<file path="src/rtl/step_scheduler.sv">
// step_scheduler: turns manual button presses and frame-paced automatic
// requests into single step requests for the robot world. At most one step
// is issued per video frame, and each step is issued only during vertical
// blank. Every request is either acknowledged or ends in a timeout.
module step_scheduler #(
  parameter int V_ACTIVE        = 480,
  parameter int FRAMES_PER_STEP = 30,
  parameter int DEBOUNCE_CYCLES = 250000,
  parameter int ACK_TIMEOUT     = 1024
) (
  input  logic        CLOCK_50,
  input  logic        reset_n,
  input  logic [9:0]  pixel_y,
  input  logic        key_step_n,
  input  logic        auto_en,
  input  logic        pause,
  input  logic        step_ack,
  output logic        step_req,
  output logic        frame_tick,
  output logic        pending,
  output logic        ack_err,
  output logic [15:0] step_count
);

  typedef enum logic [1:0] {
    S_IDLE     = 2'd0,
    S_REQ      = 2'd1,
    S_WAIT_CLR = 2'd2
  } state_t;

  localparam logic [9:0]  V_LIMIT  = 10'(V_ACTIVE);
  localparam logic [7:0]  FPS_LAST = 8'(FRAMES_PER_STEP - 1);
  localparam logic [19:0] DB_LAST  = 20'(DEBOUNCE_CYCLES - 1);
  localparam logic [15:0] ACK_LAST = 16'(ACK_TIMEOUT - 1);

  logic        key_meta;
  logic        key_sync;
  logic        key_db;
  logic        key_db_q;
  logic [19:0] db_cnt;
  logic [9:0]  py_prev;
  logic [7:0]  frame_cnt;
  logic        issued;
  logic [15:0] ack_timer;
  state_t      state;

  logic        in_vblank;
  logic        vb_entry;
  logic        man_req;
  logic        auto_req;
  logic        issue;

  // Request sources and the issue condition.
  // NOTE: every signal driven here gets a value on every path through the
  // block, otherwise synthesis has to infer a latch to hold the old value.
  always_comb begin
    in_vblank = (pixel_y >= V_LIMIT);
    vb_entry  = (py_prev < V_LIMIT) && in_vblank;
    man_req   = key_db_q && !key_db;
    auto_req  = frame_tick && auto_en && !pause && (frame_cnt == FPS_LAST);
    // A step is issued only once frame_tick has cleared the issued flag for
    // this frame, so the vblank-entry cycle and the tick cycle itself wait.
    // That also lets an auto request raised on the tick merge into a manual
    // request already pending.
    issue     = (state == S_IDLE) && pending && in_vblank && !issued &&
                !frame_tick && !vb_entry;
  end

  // Two-flop synchronizer for the asynchronous push button; idles high.
  // NOTE: state registers use non-blocking assignments so every flop samples
  // the pre-edge values of the others, whatever order the statements are in.
  always_ff @(posedge CLOCK_50 or negedge reset_n) begin
    if (!reset_n) begin
      key_meta <= 1'b1;
      key_sync <= 1'b1;
    end else begin
      key_meta <= key_step_n;
      key_sync <= key_meta;
    end
  end

  // Debouncer: the output follows the input only after it has held a new
  // value for DEBOUNCE_CYCLES consecutive cycles.
  always_ff @(posedge CLOCK_50 or negedge reset_n) begin
    if (!reset_n) begin
      key_db   <= 1'b1;
      key_db_q <= 1'b1;
      db_cnt   <= '0;
    end else begin
      key_db_q <= key_db;
      if (key_sync == key_db) begin
        db_cnt <= '0;
      end else if (db_cnt == DB_LAST) begin
        key_db <= key_sync;
        db_cnt <= '0;
      end else begin
        db_cnt <= db_cnt + 20'd1;
      end
    end
  end

  // Vblank-entry detector: one registered pulse per crossing of V_ACTIVE.
  always_ff @(posedge CLOCK_50 or negedge reset_n) begin
    if (!reset_n) begin
      py_prev    <= '0;
      frame_tick <= 1'b0;
    end else begin
      py_prev    <= pixel_y;
      frame_tick <= vb_entry;
    end
  end

  // Frame counter for automatic stepping; held at zero while disabled and
  // frozen while paused.
  always_ff @(posedge CLOCK_50 or negedge reset_n) begin
    if (!reset_n) begin
      frame_cnt <= '0;
    end else if (!auto_en) begin
      frame_cnt <= '0;
    end else if (frame_tick && !pause) begin
      frame_cnt <= (frame_cnt == FPS_LAST) ? 8'd0 : frame_cnt + 8'd1;
    end
  end

  // Single-entry request queue plus the once-per-frame issued flag. A request
  // that arrives on the issue cycle stays pending for the next frame.
  always_ff @(posedge CLOCK_50 or negedge reset_n) begin
    if (!reset_n) begin
      pending <= 1'b0;
      issued  <= 1'b0;
    end else begin
      pending <= (pending && !issue) || man_req || auto_req;
      if (issue) begin
        issued <= 1'b1;
      end else if (frame_tick) begin
        issued <= 1'b0;
      end
    end
  end

  // Request handshake FSM with acknowledge timeout; outputs are registered.
  always_ff @(posedge CLOCK_50 or negedge reset_n) begin
    if (!reset_n) begin
      state      <= S_IDLE;
      step_req   <= 1'b0;
      ack_err    <= 1'b0;
      step_count <= '0;
      ack_timer  <= '0;
    end else begin
      case (state)
        S_IDLE: begin
          if (issue) begin
            state     <= S_REQ;
            step_req  <= 1'b1;
            ack_timer <= '0;
          end
        end
        S_REQ: begin
          if (step_ack) begin
            state      <= S_WAIT_CLR;
            step_req   <= 1'b0;
            step_count <= step_count + 16'd1;
          end else if (ack_timer == ACK_LAST) begin
            state    <= S_WAIT_CLR;
            step_req <= 1'b0;
            ack_err  <= 1'b1;
          end else begin
            ack_timer <= ack_timer + 16'd1;
          end
        end
        S_WAIT_CLR: begin
          state <= S_IDLE;
        end
        default: begin
          state    <= S_IDLE;
          step_req <= 1'b0;
        end
      endcase
    end
  end

endmodule

</file>
<file path="config.mk">
export PLATFORM = sky130hd
export DESIGN_NAME = step_scheduler
export DESIGN_NICKNAME = d
export VERILOG_FILES = /design/src/rtl/step_scheduler.sv
export SDC_FILE = /design/constraint.sdc
export NUM_CORES = 1
export LEC_CHECK = 0
export BUFFER_PORTS_ARGS = -buffer_cell sky130_fd_sc_hd__buf_2
export CORE_MARGIN = 1.5
export CORE_UTILIZATION = 30
export DETAILED_ROUTE_END_ITERATION = 10
export SKIP_CTS_REPAIR_TIMING = 1
export SYNTH_ARGS = -nofsm -noshare
export SYNTH_HDL_FRONTEND = slang
export SYNTH_SLANG_ARGS = --single-unit
</file>
<file path="constraint.sdc">
create_clock -name CLOCK_50 -period 2.3 [get_ports CLOCK_50]
set_input_delay 0.46 -clock CLOCK_50 [delete_from_list [all_inputs] [get_ports CLOCK_50]]
set_output_delay 0.46 -clock CLOCK_50 [all_outputs]
set_load 0.02 [all_outputs]
</file>
* Word-level counts from Yosys, hierarchy flattened *
Index checks and enable logic that the tools add are counted.

cells by class
  add/sub/neg operators = 4
  order comparisons = 2
  equal/unequal tests = 11
  mux-type cells = 19
  bitwise logic cells = 3
  reductions and logical operators = 29

operators with widths
  operator                                                            number
  two-way mux 16 bit                                                  3
  two-way mux 20 bit                                                  2
  adder 16 x 1 -> 16 bit, second input constant                       2
  one-hot mux 16 bit (2 select lines)                                 1
  two-way mux 8 bit                                                   3
  adder 20 x 1 -> 20 bit, second input constant                       1
  equality test 20 x 18 -> 1 bit, second input constant               1
  equality test 16 x 10 -> 1 bit, second input constant               1
  logical AND 1 bit                                                   12
  greater-or-equal comparator 10 x 9 -> 1 bit, second input constant  1
  less-than comparator 10 x 9 -> 1 bit, second input constant         1
  adder 8 x 1 -> 8 bit, second input constant                         1
  equality test 8 x 5 -> 1 bit, second input constant                 1
  logical NOT 1 bit                                                   6
  two-way mux 2 bit                                                   3
  != test 2 bit, second input constant                                3
  AND reduction 2 bit                                                 3
  AND reduction 3 bit                                                 2
  two-way mux 1 bit                                                   5
  one-hot mux 2 bit (2 select lines)                                  1
  AND reduction 4 bit                                                 1
  nonzero test 2 bit                                                  2
  != test 3 bit, second input constant                                1
  inverter 1 bit                                                      3
  7 further kinds                                                     8

storage, ports and cells
  flip-flop bits (word level) = 81
  bits of input ports = 16
  output and inout bits = 20

* Longest topological paths before layout *
  depth after elaboration = 10
  gate-level depth with buffers = 7
  depth with buffers taken out = 6

* Worst setup path before layout *
Ideal clock, no wire load.

  path kind = reg2reg
  start = reg frame_tick
  end = reg ack_timer[10]
  library setup time = 138 ps
  arrival = 1,736 ps
  data required time = 2,162 ps
  slack = 426 ps
  stages on the path, launching flop included = 6
  buffers on the path = 1
  path through = dfrtp_1 > or4b_1 > or4_4 > o21ai_4 > buf_6 > a31oi_1

on the way
  word-level cells in the longest chain between the ends = 5

RTL lines
  element                               line  RTL
  start, declared                       19    output logic frame_tick,
  start signal, assigned                109   frame_tick <= vb_entry;
  logical NOT 1 bit                     66    !frame_tick && !vb_entry;
  logical AND 1 bit                     65    issue = (state == S_IDLE) && pending && in_vblank && !issued &&
  logical AND 1 bit                     66
  != test 2 bit (no source line)        -
  AND reduction 4 bit (no source line)  -
  end signal, assigned                  168   ack_timer <= ack_timer + 16'd1;
  end, declared                         44    logic [15:0] ack_timer;

No other way between the ends.
A chain may end at the register's enable or synchronous reset.

* Worst setup path in the final report *
  start = reg ack_timer[0]
  end = reg ack_timer[15]

on the way
  word-level cells in the longest chain between the ends = 4

RTL lines
  element                              line  RTL
  adder 16 x 1 -> 16 bit               168
  two-way mux 16 bit                   163   end else if (ack_timer == ACK_LAST) begin
  two-way mux 16 bit                   159   if (step_ack) begin
  one-hot mux 16 bit (2 select lines)  150   case (state)

Parallel ways exist; a longest one is shown, timed or not. The select of a mux whose other input is x is not followed.

==> impl_metrics.csv <==
group,metric,value,unit
global_route,grt_max_degree,49,
layout,final_common_cell,"dfrtp_1",
timing,hold_slack,59.1,ps
clock_tree,root_buffer,"clkbuf_16",
timing,slew_headroom,0.589,
yosys,synth_area_per_cell,10.0,um2
power_and_ir_drop,ir_worst_vdd,301,uV
timing,worst_slew_pin_slew,617,ps
yosys,syn-cell-area,0.00368,mm2
routing,drc,0,
yosys,ys_warn_count,0,
power_and_ir_drop,p_per_area,816,mW/mm2
timing,rsz0062_at_grt,"no",
status,outcome,"finished clean",
global_route,gr-total-overflow,0,
timing,fin_crit_sh,0.877,
clock_tree,h-tree-depth,3,
routing,drt-pass1-iter-count,4,
critical_path,cp-start-kind,"flip-flop",
critical_path,required,2490,ps
clock_tree,cts_buffer_depth,2,
floorplanning,ios,36,
yosys,syn-instance-count,367,
routing,dr_total_vias,2844,
placement,hpwl,5460,um
global_route,antenna_found_initial,0,
critical_path,worstSetupPathType,"reg2reg",
yosys,async_flop_share,1.00,
critical_path,worstSetupEndpointType,"flip-flop",
global_route,grt_pass1_vias,2862,
clock_tree,clock-sinks,76,
global_route,grtUsageTotal,0.130,
power_and_ir_drop,leakage,1.83,nW
clock_tree,cts_made_buffers,9,
yosys,synthFlopType,"dfrtp_1",
yosys,ys_seq_area_frac,0.518,
timing,finalHoldViolations,0,
layout,layout_common_cells,"72 x dfrtp_1, 30 x nand3_1, 29 x buf_2",
routing,drt-initial-drc-count,114,
floorplanning,fp.dieH,114,um
clock_tree,path_clk_slew,60,ps
timing,setup_violations,0,
routing,wl_per_cell,13.8,um
flow_run,max_cap_violations,0,
floorplanning,die_area,0.0129,mm2
global_route,grt_pass1_wl,13500,um
floorplanning,coreArea,0.0120,mm2
floorplanning,start_util,0.308,
yosys,syn-num-nets,388,
critical_path,arrival,2210,ps
timing,period_minus_slack,2020,ps
critical_path,regToRegSetupSlack,280,ps
layout,area_delta_synth_final,17.9,%
timing,fin_tns_setup,0,ps
layout,nFillCells,1175,
placement,dp_cells,541,
floorplanning,rows,40,
timing,fmax,496,MHz
placement,numPortBuffers,30,
layout,diodes,0,
routing,avgViaCountPerCell,5.11,
placement,place_congestion,0.743,
clock_tree,cts_tree,"done",
yosys,synth_cell_type_count,50,
layout,finalNetCount,426,
yosys,synth-edff-count,0,
routing,wirelength,7710,um
timing,slew_viol_final,0,
routing,ant_nets,0,
critical_path,worstReg2RegStart,"ack_timer[0]",
floorplanning,die_x,114,um
critical_path,timing.rr.end,"ack_timer[15]",
layout,drive_gt1_frac,0.156,
clock_tree,worstSkewPairLatency,330,ps
timing,finalClockSkew,5.04,ps
critical_path,r2r_cells,5,
hold_path,hp-class,"in2async",
yosys,synth_seq_cells,76,
layout,stdcell_count,557,
critical_path,path_max_fanout,17,
layout make-up:
type                            count  area [um2]  area share
Multi-Input combinational cell    259        1650       0.379
Clock buffer                       10         229      0.0528
Timing Repair Buffer               39         233      0.0536
Inverter                           20        75.1      0.0173
Clock inverter                      6        65.1      0.0150
Tap cell                          147         184      0.0424
Sequential cell                    76        1910       0.440
critical path, cell delays in order (launching register included):
cell	delay [ps]
dfrtp_1	430
ha_1	290
and4_1	270
and4_1	250
o21ai_4	450
o221ai_1	170
worst max path at each step:
| stage | endpoint | startpoint | cells past startpoint |
|---|---|---|---|
| final | ack_timer[15] | ack_timer[0] | 5 |
| after global routing | ack_timer[15] | ack_timer[0] | 5 |
| after CTS | ack_timer[15] | ack_timer[0] | 5 |
| after detailed placement | ack_timer[15] | ack_timer[0] | 5 |
| after global placement | ack_timer[15] | ack_timer[0] | 5 |
| after floorplan | ack_timer[10] | frame_tick | 5 |
per-stage QoR:
stage | area (um2) | setup slack, ps | power (mW) | util
after floorplan | 3680 | 426 | 1.98 | -
after global placement | 4040 | 321 | 2.16 | 0.338
after detailed placement | 4040 | 293 | 2.18 | 0.338
after CTS | 4340 | 282 | 3.59 | 0.363
after global routing | 4340 | 139 | 3.74 | 0.363
final | 4340 | 282 | 3.54 | 0.363
layer usage:
layer,global-route usage,up-vias,part of all wire,wire length (um)
met5,0,-,0,0
met4,0.0633,0,0.018,138
met3,0.0260,10,0.029,223
met2,0.202,41,0.46,3540
met1,0.176,1374,0.49,3810
li1,-,1419,-,-
Yosys cell counts (all sizes together), types with 11 or more instances:
library cell,instances,share of area
nor2,26,0.027
inv,20,0.020
dfrtp,72,0.49
xor2,12,0.029
nand4,11,0.019
xnor2,18,0.043
o21ai,15,0.023
nand2,25,0.026
nand3,30,0.041
a31oi,14,0.024
state kept, by name, summed over array words and instances, names as in the netlist, 2 cells and up:
name,count
ack_timer,16
state,2
frame_cnt,8
db_cnt,20
py_prev,5
step_count,16
cells by family after synthesis:
| family | synth area share |
|---|---|
| simple gates | 0.229 |
| flops | 0.518 |
| compound gates | 0.114 |
| buf+inv | 0.0357 |
| xor+xnor | 0.0714 |
| mux | 0.0146 |
| fa+ha+maj | 0.0170 |
where the power goes:
group	switching (mW)	leakage [nW]	total, mW	internal (mW)
registers	0.180	1.01	1.66	1.48
logic	0.297	0.682	0.497	0.200
clock network	0.544	0.142	1.38	0.839
Power figures use the tool's default switching activity.
